**src/rtl/lab7_pio_pkg.sv**
```systemverilog
// Shared definitions for the lab7 PIO master: FSM states, slave timing and PIO register map.
package lab7_pio_pkg;

    typedef enum logic [1:0] {
        IDLE    = 2'd0,
        WRITE   = 2'd1,
        READ    = 2'd2,
        CAPTURE = 2'd3
    } pio_state_t;

    // Slave registers read data one clock after the select cycle.
    localparam int unsigned READ_LATENCY = 1;

    // Standard PIO register map (word addresses).
    localparam logic [1:0] PIO_DATA          = 2'd0;
    localparam logic [1:0] PIO_DIRECTION     = 2'd1;
    localparam logic [1:0] PIO_INTERRUPTMASK = 2'd2;
    localparam logic [1:0] PIO_EDGECAPTURE   = 2'd3;

endpackage

```
**src/rtl/lab7_poll_timer.sv**
```systemverilog
// Free-running poll interval timer; emits a one-cycle tick at terminal count while enabled.
module lab7_poll_timer #(
    parameter int unsigned POLL_PERIOD = 1000
) (
    input  logic clk,
    input  logic reset_n,
    input  logic enable,
    output logic tick
);

    localparam logic [15:0] TERMINAL = 16'(POLL_PERIOD - 1);

    logic [15:0] count;

    // Count 0..POLL_PERIOD-1 while enabled; clear and hold at zero when disabled.
    always_ff @(posedge clk or negedge reset_n) begin
        if (!reset_n) begin
            count <= '0;
        end else if (!enable || (count == TERMINAL)) begin
            count <= '0;
        end else begin
            count <= count + 16'd1;
        end
    end

    // Tick is combinational so the master sees it on the terminal-count cycle.
    always_comb begin
        tick = enable && (count == TERMINAL);
    end

endmodule

```
**src/rtl/lab7_pio_master.sv**
```systemverilog
// PIO master: serialises host commands and periodic input polls onto an Avalon-MM PIO slave.
module lab7_pio_master
    import lab7_pio_pkg::*;
#(
    parameter int unsigned POLL_PERIOD = 1000,
    parameter logic [1:0]  POLL_ADDR   = PIO_DATA
) (
    input  logic        clk,
    input  logic        reset_n,
    input  logic        cmd_valid,
    output logic        cmd_ready,
    input  logic        cmd_write,
    input  logic [1:0]  cmd_address,
    input  logic [31:0] cmd_writedata,
    output logic        rsp_valid,
    output logic [31:0] rsp_readdata,
    input  logic        poll_en,
    output logic        in_level,
    output logic        in_edge,
    output logic [1:0]  avm_address,
    output logic        avm_chipselect,
    output logic        avm_write_n,
    output logic [31:0] avm_writedata,
    input  logic [31:0] avm_readdata
);

    pio_state_t state, state_next;
    logic       poll_tick;
    logic       poll_pending;
    logic       op_is_poll;
    logic       accept_cmd;
    logic       accept_poll;

    lab7_poll_timer #(
        .POLL_PERIOD(POLL_PERIOD)
    ) u_poll_timer (
        .clk    (clk),
        .reset_n(reset_n),
        .enable (poll_en),
        .tick   (poll_tick)
    );

    // State register.
    always_ff @(posedge clk or negedge reset_n) begin
        if (!reset_n) begin
            state <= IDLE;
        end else begin
            state <= state_next;
        end
    end

    // Next-state, arbitration (command beats poll) and bus strobes decoded from state.
    always_comb begin
        state_next  = state;
        accept_cmd  = 1'b0;
        accept_poll = 1'b0;
        case (state)
            IDLE: begin
                if (cmd_valid) begin
                    accept_cmd = 1'b1;
                    state_next = cmd_write ? WRITE : READ;
                end else if (poll_pending) begin
                    accept_poll = 1'b1;
                    state_next  = READ;
                end
            end
            WRITE:   state_next = IDLE;
            READ:    state_next = CAPTURE;
            CAPTURE: state_next = IDLE;
            default: state_next = IDLE;
        endcase
        cmd_ready      = (state == IDLE);
        avm_chipselect = (state == WRITE) || (state == READ);
        avm_write_n    = (state != WRITE);
    end

    // Latch address/payload at acceptance; they hold through IDLE until the next access.
    always_ff @(posedge clk or negedge reset_n) begin
        if (!reset_n) begin
            avm_address   <= '0;
            avm_writedata <= '0;
            op_is_poll    <= 1'b0;
        end else if (accept_cmd) begin
            avm_address <= cmd_address;
            op_is_poll  <= 1'b0;
            if (cmd_write) begin
                avm_writedata <= cmd_writedata;
            end
        end else if (accept_poll) begin
            avm_address <= POLL_ADDR;
            op_is_poll  <= 1'b1;
        end
    end

    // Single-entry poll request: a tick while one is already pending is absorbed.
    always_ff @(posedge clk or negedge reset_n) begin
        if (!reset_n) begin
            poll_pending <= 1'b0;
        end else if (!poll_en || accept_poll) begin
            poll_pending <= 1'b0;
        end else if (poll_tick) begin
            poll_pending <= 1'b1;
        end
    end

    // Sample read data at the end of CAPTURE and route it to the command or poll result.
    always_ff @(posedge clk or negedge reset_n) begin
        if (!reset_n) begin
            rsp_valid    <= 1'b0;
            rsp_readdata <= '0;
            in_level     <= 1'b0;
            in_edge      <= 1'b0;
        end else begin
            rsp_valid <= 1'b0;
            in_edge   <= 1'b0;
            if (state == CAPTURE) begin
                if (op_is_poll) begin
                    in_level <= avm_readdata[0];
                    in_edge  <= avm_readdata[0] ^ in_level;
                end else begin
                    rsp_valid    <= 1'b1;
                    rsp_readdata <= avm_readdata;
                end
            end
        end
    end

endmodule

```
**config.mk**
```make
export PLATFORM = sky130hd
export DESIGN_NAME = lab7_pio_master
export DESIGN_NICKNAME = d
export VERILOG_FILES = /design/src/rtl/lab7_pio_pkg.sv /design/src/rtl/lab7_poll_timer.sv /design/src/rtl/lab7_pio_master.sv
export SDC_FILE = /design/constraint.sdc
export NUM_CORES = 1
export LEC_CHECK = 0
export CAP_MARGIN = 0
export CORE_MARGIN = 2
export CORE_UTILIZATION = 39
export DETAILED_ROUTE_END_ITERATION = 16
export PLACE_DENSITY = 0.76
export SLEW_MARGIN = 25
export SYNTH_ARGS = -nofsm -noshare
export SYNTH_HDL_FRONTEND = slang
export SYNTH_SLANG_ARGS = --single-unit
```
**constraint.sdc**
```tcl
create_clock -name clk -period 1.9 [get_ports clk]
set_input_delay 0.38 -clock clk [delete_from_list [all_inputs] [get_ports clk]]
set_output_delay 0.38 -clock clk [all_outputs]
set_load 0.05 [all_outputs]
```
# == Word-level counts from Yosys, hierarchy flattened ==
# Index checks and enable logic that the tools add are counted.
# word_totals
ff_bits,89
input_bits,71
output_inout_bits,72
elab_cells,51
# classes
add_sub_neg,1
n_eq_ne,6
muxes,20
bitwise,2
n_reduce_logical,12
# ops
operator,n
adder 16 x 1 -> 16 bit (second input constant),1
equality test 16 x 10 -> 1 bit (second input constant),1
two-way mux 16 bit,1
two-way mux 1 bit,13
two-way mux 2 bit,5
case mux 2 bit (3 select lines),1
AND reduction 2 bit,3
equality test 2 bit (second input constant),2
nonzero test 2 bit,2
logical OR 1 bit,3
!= test 3 x 2 -> 1 bit (second input constant),1
equality test 2 x 1 -> 1 bit (second input constant),1
logical NOT 2 bit,1
!= test 2 x 1 -> 1 bit (second input constant),1
OR reduction 2 bit,1
logical AND 1 bit,1
logical NOT 1 bit,1
inverter 1 bit,1
bitwise XOR 1 bit,1

# == Logic depth before layout (Yosys ltp) ==
# Gate-level depths: netlist of run 1.
# depth
ltp_word,5
depth_mapped,6
mapped_depth_nobuf,5

# == By module ==
# A second synthesis of run 1 with hierarchy kept.
# unflattened
cells_unflattened,255
hier_area_um2,3837.4
# modules_own_cells
mod,instances,cells_each,area_each_um2,seq_area_each_um2
lab7_pio_master,1,175,2995.4,1826.8
lab7_poll_timer,1,80,842.1,400.4

# == Least setup slack after synthesis of run 1 ==
# OpenSTA, ideal clock, no wires.
# synth_path
path_kind,reg2reg
startpoint,reg state[0]
endpoint,reg avm_writedata[10]
setup_ns,0.125
t_arrival_ns,1.891
t_required_ns,1.775
setup_slack_ns,-0.115
stages_incl_launch_ff,6
path_buffers,1
synth_period_minus_slack_ns,2.015
cell_sequence,dfrtp_1 -> inv_1 -> ha_1 -> nand3_1 -> buf_1 -> mux2_2
# synth_between
elab_chain_len,3
# synth_lines
item,line_no,source
from (decl),lab7_pio_master.sv:27,"pio_state_t state, state_next;"
from (signal assigned),lab7_pio_master.sv:48,state <= state_next;
logical NOT 2 bit,n/a,
net cmd_ready,lab7_pio_master.sv:11,"output logic cmd_ready,"
two-way mux 1 bit,lab7_pio_master.sv:57,case (state)
AND reduction 2 bit (no source line),n/a,
to (signal assigned),lab7_pio_master.sv:87,avm_writedata <= cmd_writedata;
to (decl),lab7_pio_master.sv:23,"output logic [31:0] avm_writedata,"
# The timed path passes the listed nets, and every way through them passes these cells.
# A chain may end at the register's enable or synchronous reset.

# == Worst setup path after layout of run 1 ==
# layout_path
startpoint,reg u_poll_timer.count[12]
endpoint,reg u_poll_timer.count[1]
# layout_between
elab_chain_len,3
# layout_lines
item,line_no,source
from (decl),lab7_poll_timer.sv:13,logic [15:0] count;
from (signal assigned),lab7_poll_timer.sv:22,count <= count + 16'd1;
equality test 16 x 10 -> 1 bit,lab7_poll_timer.sv:19,end else if (!enable || (count == TERMINAL)) begin
logical OR 1 bit,lab7_poll_timer.sv:19,
two-way mux 16 bit,lab7_poll_timer.sv:19,
# No other way between the ends.

==> flow_summary.rst, run 1 <==
.. list-table::
   :header-rows: 1

   * - Metric
     - Value
   * - Outcome
     - finished with violations
   * - Violations in the final reports
     - hold timing
   * - Required time reported for the critical path endpoint
     - 2.14 ns
   * - CTS Root Cell
     - sky130_fd_sc_hd__clkbuf_8
   * - Kind of capture point of the worst setup path
     - register
   * - First-pass GRT wire length
     - 12500 µm
   * - DR pass1 iterations
     - 4
   * - Fraction of layout instances using a drive strength above 1
     - around 28%
   * - Wire length per cell
     - 14.8 µm
   * - Number of nets in the synthesized netlist
     - roughly 330
   * - Worst-path cell chain
     - or4_1 > or4_4 > and3_2
   * - CTS clk-pin slew, worst paths
     - 0.09 ns
   * - Hold Buf Count CTS
     - 0
   * - Final setup violating endpoints
     - 0
   * - Total congestion overflow
     - 0
   * - Min Clock Period, post-route
     - 1.80 ns
   * - Antenna violations before repair
     - 0
   * - Worst Hold Class
     - primary input to async pin
   * - Category of cells accounting for the largest share of critical-path delay
     - simple AND/OR/NAND/NOR gates
   * - Setup fix buffers added after clock tree synthesis
     - 0
   * - First DRT Iteration DRCs
     - 83
   * - Critical path buffer and inverter count
     - 0
   * - Overall die area
     - 9970 µm²
   * - Net count reported at finish
     - 484
   * - FF-to-FF path depth
     - 3
   * - Hold Slack
     - -0.00616 ns
   * - Worst-case clock skew
     - 0.0170 ns
   * - H-Tree Depth
     - 3
   * - Floorplan die width
     - 99.8 µm
   * - Clock latency on the worst-skew pair
     - 0.36 ns
   * - Synthesized instance count
     - 255
   * - Slowest library cell on the worst path
     - sky130_fd_sc_hd__or4_4
   * - Antenna viol nets, final
     - 0
   * - Count of pins over their slew limit
     - 0
   * - Final cycle utilization of the critical path
     - 94.6%
   * - Util after Layout
     - 60.7%
   * - Netlist cell types
     - 30
   * - Hold Fails Final Rpt
     - 11
   * - Largest net degree at the start of global routing
     - 40
   * - TritonCTS clock tree
     - built
   * - Number of warnings printed during yosys synthesis
     - 0
   * - # IOs
     - 143
   * - Number of buffers inserted during clock tree synthesis
     - 9
   * - Maximum fanout encountered on the critical timing path
     - 4
   * - Kind of critical path
     - register to register
   * - Post-synthesis average cell area
     - roughly 14 µm²
   * - Antenna diode count
     - 0
   * - Cell type with the largest total area after synthesis
     - sky130_fd_sc_hd__dfrtp_1
   * - Clock Tree Buf Depth
     - 2
   * - Relative area change from synthesis to final layout
     - 49.3%
   * - Tot GR Track Use
     - 15.9%
   * - Starting density of the core
     - 40.7%
   * - Quantity of I/O buffers inserted on ports
     - 142
   * - Slowest Stage Delay on Critical Path
     - 0.54 ns
   * - RSZ-0062 raised after global routing
     - false
   * - Largest cells by area after synthesis
     - sky130_fd_sc_hd__dfrtp_1 62%, sky130_fd_sc_hd__mux2_2 20%, sky130_fd_sc_hd__xnor2_1 2.9%, sky130_fd_sc_hd__ha_1 2.1%, sky130_fd_sc_hd__nor2_1 2.0%
   * - Number of cells upsized or downsized after cts
     - 48
   * - Number of global-route vias before repair
     - 2658
   * - Number of sinks on the clock net
     - a little under 90
   * - Lkg Pwr
     - 2.42 nW
   * - Max VDD drop
     - 0.945 mV
   * - Arrival @ worst endpoint
     - 2.04 ns
   * - Weighted congestion at the end of routability-driven global placement
     - between 0.7 and 0.8
   * - Post-Synthesis Cell Area
     - 3580 µm²
   * - Max-slew headroom at the worst pin
     - 65.5%
   * - Setup slack at placement
     - 0.0911 ns
   * - Register-to-register setup slack
     - 0.10 ns
   * - Setup total negative slack
     - 0 ns
   * - Vias
     - 2548
   * - Final critical-path setup slack
     - 0.103 ns
   * - HPWL after detailed placement
     - 5800 µm
   * - Wire length reported by the detailed router
     - approximately 7700 µm
   * - Highest clock frequency the design can meet
     - 557 MHz
   * - Cell area power density
     - 1830 nW/µm²
   * - Standard cell area after detailed placement
     - 5190 µm²
   * - DRC violations left
     - 0
   * - Final instance area
     - 5350 µm²
   * - Count of maximum capacitance violations
     - 0
   * - Die Ht
     - 99.8 µm
   * - Ratio of routed vias to standard cells
     - 4.90
   * - Sequential area share after synthesis
     - 62.2%
   * - Actual slew at the worst max-slew pin
     - 0.518 ns
   * - Placeable core area
     - 8810 µm²
   * - Sort of element at the start of the critical path
     - register
   * - Capture point of the worst reg-to-reg path
     - u_poll_timer.count[1]
   * - Area share of the largest cell type after synthesis
     - 62.2%
   * - Flip-flop and latch count after synthesis
     - 89
   * - Number of rows in the core area
     - 34
   * - Worst reg2reg startpoint
     - u_poll_timer.count[12]
[routing by layer]
metal	up-vias	part of all wire, %	global-route usage, %
met4	0	1.4	5.37
met1	1250	41	19.8
met3	11	7.0	3.83
met2	96	50	27.2
li1	1191	-	-
met5	-	0	0
[through the flow]
stage                     total power [W]  cells
final                             0.00981    520
after global routing               0.0103    520
after CTS                         0.00994    520
after detailed placement          0.00905    504
after global placement            0.00894    504
after floorplan                   0.00692    255
[flip-flops by register name (all words and copies together) (netlist names)]
signal,flops
op_is_poll,1
avm_address,2
state,2
u_poll_timer.count,16
rsp_readdata,32
poll_pending,1
rsp_valid,1
in_edge,1
avm_writedata,32
in_level,1
[final cells by class]
type | instances | area, µm²
Fill cell | 761 | 3460
Sequential cell | 89 | 2230
Timing Repair Buffer | 149 | 1460
Multi-Input combinational cell | 151 | 1310
Tap cell | 108 | 135
Clock buffer | 9 | 124
Clock inverter | 7 | 73.8
Inverter | 7 | 26.3
[report_power, final]
part / internal, W / switching, W
registers: 0.00265 / 0.000354
logic: 0.00187 / 0.00367
clock network: 0.000515 / 0.000741
total: 0.00504 / 0.00477
[synthesized netlist by cell type]
master / number
sky130_fd_sc_hd__or3_1: 1
sky130_fd_sc_hd__inv_1: 7
sky130_fd_sc_hd__nor4_1: 4
sky130_fd_sc_hd__nand2_1: 7
sky130_fd_sc_hd__xnor2_1: 12
sky130_fd_sc_hd__or4_4: 1
sky130_fd_sc_hd__nand4_1: 3
sky130_fd_sc_hd__nand2b_1: 1
sky130_fd_sc_hd__and3_2: 1
sky130_fd_sc_hd__buf_1: 2
sky130_fd_sc_hd__a21o_1: 1
sky130_fd_sc_hd__nand4b_1: 1
sky130_fd_sc_hd__nor2b_1: 1
sky130_fd_sc_hd__nand2_4: 1
sky130_fd_sc_hd__or4_1: 1
sky130_fd_sc_hd__nor2_1: 19
sky130_fd_sc_hd__a21oi_1: 5
sky130_fd_sc_hd__nor3b_1: 1
sky130_fd_sc_hd__mux2_2: 65
sky130_fd_sc_hd__nand3b_1: 1
sky130_fd_sc_hd__o21ai_0: 3
sky130_fd_sc_hd__clkbuf_1: 5
sky130_fd_sc_hd__xor2_1: 2
sky130_fd_sc_hd__dfrtp_1: 89
sky130_fd_sc_hd__nand3_1: 7
sky130_fd_sc_hd__a32o_1: 2
sky130_fd_sc_hd__ha_1: 6
sky130_fd_sc_hd__a31o_2: 1
sky130_fd_sc_hd__buf_12: 1
sky130_fd_sc_hd__nor3_1: 4
[cells by family (layout without fill, tap and decap cells)]
kind of cell               after synthesis  after routing  share of synthesized area, %
and+or+nand+nor                         54             54                          7.72
muxes                                   65             65                          20.4
DFF                                     89             89                          62.2
buffers and inverters                   15            172                          2.03
xor gates and xnor gates                14             14                          3.42
AOI/OAI and AO/OA                       12             12                          2.13
adders and majority gates                6              6                          2.10
[worst max-delay path by stage]
stage / cells past startpoint / slack (ns) / from / end
after floorplan: 5 / 0.08 / u_poll_timer.count[10] / u_poll_timer.count[9]
after global placement: 4 / 0.13 / u_poll_timer.count[12] / u_poll_timer.count[7]
after detailed placement: 4 / 0.09 / u_poll_timer.count[12] / u_poll_timer.count[7]
after CTS: 1 / 0.0002 / rsp_readdata[16] / rsp_readdata[16]
after global routing: 4 / 0.03 / u_poll_timer.count[12] / u_poll_timer.count[11]
final: 3 / 0.10 / u_poll_timer.count[12] / u_poll_timer.count[1]
[cell usage in the layout, fill, tap and decap left out, types with 4 or more instances in the layout]
| master | n |
|---|---|
| sky130_fd_sc_hd__ha_1 | 5 |
| sky130_fd_sc_hd__a21oi_1 | 5 |
| sky130_fd_sc_hd__nor2_1 | 19 |
| sky130_fd_sc_hd__xnor2_1 | 12 |
| sky130_fd_sc_hd__clkbuf_8 | 9 |
| sky130_fd_sc_hd__mux2_2 | 65 |
| sky130_fd_sc_hd__buf_12 | 6 |
| sky130_fd_sc_hd__dlygate4sd2_1 | 48 |
| sky130_fd_sc_hd__clkdlybuf4s50_1 | 69 |
| sky130_fd_sc_hd__nor4_1 | 4 |
| sky130_fd_sc_hd__dlymetal6s2s_1 | 6 |
| sky130_fd_sc_hd__nand3_1 | 6 |
| sky130_fd_sc_hd__nand2_1 | 7 |
| sky130_fd_sc_hd__buf_4 | 20 |
| sky130_fd_sc_hd__dfrtp_1 | 89 |
| sky130_fd_sc_hd__inv_1 | 7 |
| sky130_fd_sc_hd__nor3_1 | 4 |
No activity file was read; power rests on OpenSTA's default activity.
==> inputs of run 2 (changes only) <==
clock period = 1.6 ns   (was 1.9 ns; I/O delays follow)
==> run 2 against run 1 <==
Net effect: the run ends with hold timing, setup timing left; setup slack worse by 0.26 ns; clock skew is 0.0073 ns lower; fmax increased by 2.6%; final cell count grew 3.7%; global-route usage hardly changed; sequential share of layout area decreased by 1.6 points; routed wire length grew 8.3%; critical path depth up 1; sequential power increased by 21%; critical endpoint is now u_poll_timer.count[5]; highest routed layer unchanged.
==> flow_summary.rst, run 2 (synthesized netlist as in run 1, its figures left out) <==
.. list-table::
   :header-rows: 1

   * - Metric
     - Value
   * - HPWL after detailed placement
     - 5800 µm (about the same)
   * - Largest net degree at the start of global routing
     - 90 (+130%)
   * - Starting density of the core
     - 40.7% (unchanged)
   * - # IOs
     - 143 (unchanged)
   * - Relative area change from synthesis to final layout
     - 55.3%
   * - Final setup violating endpoints
     - 17 (+17)
   * - Kind of capture point of the worst setup path
     - register
   * - Wire length per cell
     - 15.5 µm (+4.5%)
   * - Worst reg2reg startpoint
     - u_poll_timer.count[15]
   * - Number of placed instances, taps included
     - 513 (+1.8%)
   * - Final cycle utilization of the critical path
     - 109% (+15 points)
   * - Required time reported for the critical path endpoint
     - 1.83 ns (-0.31 ns)
   * - Hold Fails Final Rpt
     - 2 (-9)
   * - Antenna viol nets, final
     - 0 (unchanged)
   * - Tot GR Track Use
     - 15.9% (-0.020 points)
   * - Maximum fanout encountered on the critical timing path
     - 15 (+11)
   * - Lkg Pwr
     - 2.45 nW (+1.4%)
   * - Overall die area
     - 9970 µm² (unchanged)
   * - Util after Layout
     - 63.2% (+2.4 points)
   * - FF-to-FF path depth
     - 4 (+1)
   * - Wire length reported by the detailed router
     - 8340 µm (+8.3%)
   * - Hold Slack
     - -0.00677 ns (-0.000612 ns)
   * - Quantity of I/O buffers inserted on ports
     - 142 (unchanged)
   * - Register-to-register setup slack
     - -0.15 ns (-0.26 ns)
   * - TritonCTS clock tree
     - built
   * - Number of global-route vias before repair
     - 2571 (-3.3%)
   * - CTS clk-pin slew, worst paths
     - 0.08 ns (about the same)
   * - Register share of total power
     - 29.1% (-1.6 points)
   * - Antenna violations before repair
     - 0 (unchanged)
   * - Violations in the final reports
     - hold timing, setup timing
   * - Cell area power density
     - 2250 nW/µm² (+23%)
   * - First DRT Iteration DRCs
     - 78 (-6.0%)
   * - Arrival @ worst endpoint
     - 1.98 ns (-0.06 ns)
   * - Power Internal
     - 0.00675 W (+34%)
   * - Standard cell area after detailed placement
     - 5130 µm² (-1.1%)
   * - Highest-count cells in the layout ignoring fill and taps
     - 88 x sky130_fd_sc_hd__dfrtp_1, 86 x sky130_fd_sc_hd__buf_4, 69 x sky130_fd_sc_hd__clkdlybuf4s50_1
   * - Outcome
     - finished with violations
   * - Vias
     - 2596 (+1.9%)
   * - First-pass GRT wire length
     - 12400 µm (-1.4%)
   * - H-Tree Depth
     - 3 (unchanged)
   * - Count of maximum capacitance violations
     - 0 (unchanged)
   * - Number of rows in the core area
     - 34 (unchanged)
   * - Final instance area
     - 5560 µm² (+4.0%)
   * - Ratio of routed vias to standard cells
     - 4.82 (-1.7%)
   * - Count of pins over their slew limit
     - 0 (unchanged)
   * - Gate power share
     - 58.1% (+1.6 points)
   * - Clock latency on the worst-skew pair
     - 0.35 ns (about the same)
   * - Power share of the clock group
     - 12.8% (about the same)
   * - Final critical-path setup slack
     - -0.152 ns (-0.255 ns)
   * - Worst Hold Class
     - primary input to async pin
   * - Worst-case clock skew
     - 0.00974 ns (-0.00727 ns)
   * - Antenna diode count
     - 0 (unchanged)
   * - Sort of element at the start of the critical path
     - register
   * - Number of buffers inserted during clock tree synthesis
     - 9 (unchanged)
   * - Hold Buf Count CTS
     - 0 (unchanged)
   * - Kind of critical path
     - register to register
   * - Number of sinks on the clock net
     - 89 (unchanged)
   * - Max-slew headroom at the worst pin
     - 68.6% (+3.1 points)
   * - Non-filler cells in the finished layout
     - 539 (+3.7%)
   * - CTS Root Cell
     - sky130_fd_sc_hd__clkbuf_8
   * - DRC violations left
     - 0 (unchanged)
   * - Max VDD drop
     - 1.30 mV (+38%)
   * - Fraction of layout instances using a drive strength above 1
     - 45.0% (+17 points)
   * - DR pass1 iterations
     - 4 (unchanged)
   * - Actual slew at the worst max-slew pin
     - 0.471 ns (-0.0470 ns)
   * - Clock Tree Buf Depth
     - 2 (unchanged)
   * - Capturing element of the worst setup path
     - u_poll_timer.count[5]
   * - Reported net switching power
     - 0.00579 W (+21%)
   * - Floorplan die width
     - 99.8 µm (unchanged)
   * - Total congestion overflow
     - 0 (unchanged)
   * - Die Ht
     - 99.8 µm (unchanged)
   * - Filler cells
     - 677 (-11%)
   * - Sw Ratio
     - 46.2% (-2.5 points)
   * - Min Clock Period, post-route
     - 1.75 ns (-0.0449 ns)
   * - First element of the critical path
     - u_poll_timer.count[15]
   * - Weighted congestion at the end of routability-driven global placement
     - 0.757 (-3.3%)
   * - RSZ-0062 raised after global routing
     - true
   * - Highest clock frequency the design can meet
     - 571 MHz (+2.6%)
   * - Net count reported at finish
     - 503 (+3.9%)
   * - Placeable core area
     - 8810 µm² (unchanged)
   * - Registers with the most flip-flops
     - avm_writedata x32, rsp_readdata x32, u_poll_timer.count x16
   * - Most common library cell in the layout ignoring fill and taps
     - sky130_fd_sc_hd__dfrtp_1
   * - Capture point of the worst reg-to-reg path
     - u_poll_timer.count[5]
==> run 2: cell types whose count changed in the layout (fill, tap and decap cells not counted), moves of 4 or more <==
cell,change
sky130_fd_sc_hd__buf_4,+66
sky130_fd_sc_hd__dlygate4sd2_1,-48
sky130_fd_sc_hd__dlymetal6s2s_1,-6
sky130_fd_sc_hd__ha_4,+4
==> run 2: timing repair <==
action | in CTS | in global routing
gates resized for setup | 9 | 7
cloned | 0 | 4
setup endpoints to repair | 20 | 49
pin swaps | 1 | 1
buffers inserted | 3 | 3
==> run 2: worst max-delay path, cell delays in order, from the launching register on <==
cell and delay (ns):
sky130_fd_sc_hd__dfrtp_1 0.38, sky130_fd_sc_hd__or4_1 0.51, sky130_fd_sc_hd__or4_4 0.54, sky130_fd_sc_hd__nand2_8 0.14
sky130_fd_sc_hd__nor2_1 0.07
==> run 2: power groups by stage <==
stage               Sequential (W)  Clock [W]  Combinational, W
floorplan                  0.00672          0           0.00154
finish                     0.00365    0.00160           0.00728
global placement           0.00364          0           0.00683
CTS                        0.00365    0.00166           0.00703
detailed placement         0.00370          0           0.00692
global route               0.00378    0.00174           0.00756
==> run 2: routing by layer <==
| metal | global-route usage (%) | share of wire (%) |
|---|---|---|
| met1 | 19.3 | 42 |
| met2 | 27.3 | 51 |
| met3 | 4.60 | 5.5 |
| met4 | 5.06 | 1.3 |
| met5 | 0 | 0 |
==> run 2: worst min path at each step <==
| stage | start | end | slack, ns | cells past startpoint |
|---|---|---|---|---|
| floorplan | reset_n | avm_address[0] | 0.02 | 0 |
| global placement | reset_n | in_level | 0.39 | 2 |
| detailed placement | reset_n | rsp_readdata[0] | 0.40 | 2 |
| CTS | reset_n | avm_writedata[17] | 0.007 | 2 |
| global route | reset_n | rsp_readdata[0] | 0.02 | 2 |
| finish | reset_n | rsp_readdata[0] | -0.007 | 2 |
==> run 2: per-stage QoR <==
step / TNS (ns) / setup slack [ns] / total power [W]
floorplan: -2.59 / -0.194 / 0.00826
global placement: -2.65 / -0.173 / 0.0105
detailed placement: -3.97 / -0.233 / 0.0106
CTS: -2.39 / -0.162 / 0.0123
global route: -3.28 / -0.210 / 0.0131
finish: -2.23 / -0.152 / 0.0125
==> run 2: layout make-up <==
cell class	count	area, µm²	area share [%]
sequential	89	2230	40.1
inverter	7	31.3	0.562
clock buffer	11	151	2.72
clock inverter	5	63.8	1.15
tap	108	135	2.43
multi-input combinational	151	1360	24.4
timing repair buffer	168	1590	28.7
==> RTL change 1 (config.mk and constraints of run 2) <==
Register the output `in_level` once more, without a reset; this adds one clock of latency there. The other outputs are not delayed to match.
--- a/src/rtl/lab7_pio_master.sv
+++ b/src/rtl/lab7_pio_master.sv
@@ -24,4 +24,6 @@
     input  logic [31:0] avm_readdata
 );
+
+    logic in_level_s0;
 
     pio_state_t state, state_next;
@@ -109,5 +111,5 @@
             rsp_valid    <= 1'b0;
             rsp_readdata <= '0;
-            in_level     <= 1'b0;
+            in_level_s0  <= 1'b0;
             in_edge      <= 1'b0;
         end else begin
@@ -116,6 +118,6 @@
             if (state == CAPTURE) begin
                 if (op_is_poll) begin
-                    in_level <= avm_readdata[0];
-                    in_edge  <= avm_readdata[0] ^ in_level;
+                    in_level_s0 <= avm_readdata[0];
+                    in_edge  <= avm_readdata[0] ^ in_level_s0;
                 end else begin
                     rsp_valid    <= 1'b1;
@@ -126,4 +128,8 @@
     end
 
+    always_ff @(posedge clk) begin
+        in_level <= in_level_s0;
+    end
+
 endmodule
 
Behaviour: same outputs for any inputs over 10 cycles, from zero or initial values and one cycle with reset_n low; that may be too few to reach the edited logic, so the function may still have changed.
==> RTL change 1 against run 2 <==
- the run ends with setup timing left
- wire length fell by 1.0%
- cell count grew 1.1%
- power rose by 0.30%
- global-route usage is essentially flat
- worst setup slack lost 0.0025 ns
- critical path depth is the same
- maximum frequency fell by 0.14%
- synthesized area is 0.56% higher
- hold slack better by 0.34 ns
- design area increased by 0.63%
- sequential cell count is 1 higher
==> RTL change 1: results <==
set metrics [dict create \
    vias 2696 \
    final_cells 545 \
    switching_power_w 0.005803 \
    ir_drop_mv 1.058 \
    status "finished, violations left" \
    fin_skew_ns 0.01177 \
    synth-async-reset-ratio 0.9889 \
    holdWs_ns 0.3381 \
    ff2ff_path_depth 4 \
    finalWorstSetupSlack_ns -0.1545 \
    slew_headroom 0.7126 \
    clkPwrFrac 0.121 \
    grt_pass1_vias 2629 \
    syn-num-nets 333 \
    violations "setup timing" \
    hold_path.class "in -> async" \
    timing.rr.start "u_poll_timer.count[15]$_DFF_PN0_" \
    synth.avg_cell_area_um2 14.07 \
    synth_seq_area_share 0.6238 \
    cellLeakagePower_nw 2.480 \
    internal-power_w 0.006768 \
    seq_power_share 0.293 \
    clock_path_buffers 2 \
    dpl_cell_area_um2 5169 \
    dp.final_hpwl_um 5600 \
    fin_setup_tns_ns -2.438 \
    setup_viol 17 \
    drive_above_1_share 0.4470 \
    ys_types 31 \
    final.fill_count 732 \
    synthTopCellsByArea "dfrtp_1, mux2_2, xnor2_1, ha_1, nor2_1" \
    setup.worst_path.end "u_poll_timer.count[3]$_DFF_PN0_" \
    nets 507 \
    drtIter0Drc 57 \
    dp.cells 517 \
    grt_usage 0.1588 \
    gp_congestion 0.7688 \
    pre_cts_slack_ns -0.2165 \
    grt_max_degree 80 \
    path_clk_slew_ns 0.09 \
    firstDrtPassIters 4 \
    grt_first_pass_wirelength_um 12590 \
    routed_wl_um 8254 \
]
[RTL change 1: changes by cell type in the layout (fill, tap and decap cells not counted), sizes merged]
cell / change
inv: +1
clkbuf: -2
dfxtp: +1
clkinv: -1
dlygate4sd3: +1
clkinvlp: +1
buf: +2
[RTL change 1: layer usage]
| layer | global-route usage | share of wire | wire (um) | vias to the layer above |
|---|---|---|---|---|
| met5 | 0 | 0 | 0 | - |
| met4 | 0.04847 | 0.012 | 102 | 0 |
| met3 | 0.05153 | 0.074 | 613 | 11 |
| met2 | 0.2495 | 0.50 | 4117 | 94 |
| met1 | 0.2115 | 0.41 | 3422 | 1350 |
| li1 | - | - | - | 1241 |
[RTL change 1: what timing repair did]
| item | in CTS | in global routing |
|---|---|---|
| endpoints found under the setup margin | 20 | 51 |
| hold buffers | 1 | 0 |
| pin swaps | 1 | 0 |
| resized for setup | 7 | 12 |
| buffers inserted | 3 | 6 |
| endpoints found under the hold margin | 10 | 0 |
| cloned | 0 | 3 |
[RTL change 1: layout make-up]
| class | instances | area, um2 | area share |
|---|---|---|---|
| Tap cell | 111 | 138.9 | 0.02482 |
| Multi-Input combinational cell | 151 | 1378 | 0.2461 |
| Sequential cell | 90 | 2247 | 0.4015 |
| Inverter | 7 | 26.28 | 0.004695 |
| Clock buffer | 9 | 123.9 | 0.02213 |
| Timing Repair Buffer | 171 | 1615 | 0.2886 |
| Clock inverter | 6 | 67.56 | 0.01207 |
[RTL change 1: worst max-delay path: cells and delay by family (launching register included)]
kind | cells | cell delay [ns]
DFF | 1 | 0.38
and+or+nand+nor | 4 | 1.27
[RTL change 1: kinds of logic after synthesis]
kind of cell,share of synthesized area
mux,0.2032
flops,0.6238
xor+xnor,0.03404
buf+inv,0.02015
fa+ha+maj,0.02084
compound gates,0.02119
simple gates,0.07677
==> RTL change 2 (settings of run 2) <==
Made on the original files. `POLL_PERIOD` is set to 1000 in 2 places; all go to 500.
--- a/src/rtl/lab7_poll_timer.sv
+++ b/src/rtl/lab7_poll_timer.sv
@@ -1,5 +1,5 @@
 // Free-running poll interval timer; emits a one-cycle tick at terminal count while enabled.
 module lab7_poll_timer #(
-    parameter int unsigned POLL_PERIOD = 1000
+    parameter int unsigned POLL_PERIOD = 500
 ) (
     input  logic clk,
--- a/src/rtl/lab7_pio_master.sv
+++ b/src/rtl/lab7_pio_master.sv
@@ -3,5 +3,5 @@
     import lab7_pio_pkg::*;
 #(
-    parameter int unsigned POLL_PERIOD = 1000,
+    parameter int unsigned POLL_PERIOD = 500,
     parameter logic [1:0]  POLL_ADDR   = PIO_DATA
 ) (
Behaviour: no difference found for any inputs over 10 cycles, from zero or initial values and one cycle with reset_n low; that may be too few to reach the edited logic, so the function may still have changed.
==> RTL change 2 against run 2 <==
- the flow finishes with violations (setup timing)
- power is 1.1% higher
- worst setup slack got worse by 0.12 ns
- synthesized area increased by 0.49%
- sequential cell count did not move
- wire length grew 5.1%
- synthesized cell count fell by 0.39%
- design area is 3.4% higher
- via count grew 2.7%
- critical endpoint is now u_poll_timer.count[3]$_DFF_PN0_
- largest power group unchanged
==> RTL change 2: results <==
set metrics [dict create \
    worstPathMaxFanout 8 \
    io_buffers 142 \
    gp_congestion 0.8112 \
    setup_viol 18 \
    ir_drop_mv 1.081 \
    antenna_found_initial 0 \
    clk_latency_ns 0.35 \
    grt_first_pass_wirelength_um 12620 \
    cts_hold_buf 1 \
    vias 2667 \
    p_sw_frac 0.4649 \
    hold_path.class "in -> async" \
    synth_seq_area_share 0.6187 \
    finalWorstSetupSlack_ns -0.2740 \
    htree_levels 3 \
    fin_setup_tns_ns -4.222 \
    numCtsBuffers 9 \
    drive_above_1_share 0.4909 \
    syn-num-nets 331 \
    violations "setup timing" \
    post_cts_buffers 3 \
    synth_common_cells "dfrtp_1, mux2_2, xnor2_1, nor2_1, nor2_2" \
    grt_max_degree 34 \
    nets 512 \
    grt_usage 0.1596 \
    status "finished, violations left" \
    cellLeakagePower_nw 2.532 \
    fin_skew_ns 0.006092 \
    path_clk_slew_ns 0.09 \
    post_cts_resize_count 11 \
    final.fill_count 696 \
    dp.final_hpwl_um 5829 \
    synthTopCellsByArea "dfrtp_1, mux2_2, xnor2_1, ha_1, nor2_2" \
    drtIter0Drc 64 \
    ys_types 28 \
    pre_cts_slack_ns -0.3211 \
    arrival_ns 2.11 \
    wl_per_cell_um 15.90 \
    slew_headroom 0.7023 \
]
## RTL change 2: changes by cell type in the layout (fill, tap and decap cells not counted), sizes merged, moves of 2 or more
cell / change
buf: +9
xnor2: +2
clkinvlp: +2
or4b: +2
## RTL change 2: critical path, stage by stage (launching register included)
cell,delay [ns]
dfrtp_1,0.37
ha_2,0.21
or4b_1,0.44
or4_4,0.52
nand2_8,0.15
nor2_2,0.06
## RTL change 2: path summary, 6_finish.rpt
kind                                                 start                              end  slack, ns  cells past startpoint
setup / recovery           u_poll_timer.count[1]$_DFF_PN0_  u_poll_timer.count[3]$_DFF_PN0_      -0.27                      5
hold / removal                                     reset_n      rsp_readdata[2]$_DFFE_PN0P_       0.44                      2
setup reg to reg           u_poll_timer.count[1]$_DFF_PN0_  u_poll_timer.count[3]$_DFF_PN0_      -0.27                      5
hold reg to reg              avm_writedata[16]$_DFFE_PN0P_    avm_writedata[16]$_DFFE_PN0P_       0.51                      1
max in group asynchronous                          reset_n       avm_address[1]$_DFFE_PN0P_       0.62                      3
min in group clk             avm_writedata[16]$_DFFE_PN0P_    avm_writedata[16]$_DFFE_PN0P_       0.51                      1
## RTL change 2: area by class of cell
class                   count  area share
flip-flops and latches     89      0.3871
repair buffers            178      0.2977
multi-input cells         150      0.2532
clock buffers              11     0.02632
well taps                 111     0.02414
clock inverters             5    0.006960
inverters                   7    0.004567
## RTL change 2: power by group through the flow
| stage | registers (W) | clock network [W] | logic (W) |
|---|---|---|---|
| after floorplan | 0.00672 | 0 | 0.00154 |
| after global placement | 0.00365 | 0 | 0.00689 |
| after detailed placement | 0.00371 | 0 | 0.00697 |
| after CTS | 0.00366 | 0.00151 | 0.00710 |
| after global routing | 0.00378 | 0.00159 | 0.00782 |
| final | 0.00367 | 0.00146 | 0.00754 |
## RTL change 2: per-stage QoR
stage                     cells  area [um2]
after floorplan             254        3622
after global placement      520        5235
after detailed placement    520        5235
after CTS                   541        5515
after global routing        551        5753
final                       551        5753
## RTL change 2: cell families (layout without fill, tap and decap cells)
logic type | Yosys count | after routing | synth area share
multiplexers | 65 | 65 | 0.2033
flip-flops | 89 | 89 | 0.6187
buffers and inverters | 16 | 201 | 0.02120
AO/OA/AOI/OAI | 11 | 11 | 0.01877
AND/OR/NAND/NOR | 52 | 53 | 0.08065
adder cells (fa/ha/maj) | 6 | 6 | 0.02085
XOR/XNOR | 15 | 15 | 0.03650
## RTL change 2: layer usage
| metal | share of wire | vias up | global-route usage |
|---|---|---|---|
| met5 | 0 | - | 0 |
| met4 | 0.012 | 0 | 0.07165 |
| met3 | 0.065 | 11 | 0.04735 |
| met2 | 0.50 | 95 | 0.2614 |
| met1 | 0.43 | 1322 | 0.1959 |
| li1 | - | 1239 | - |
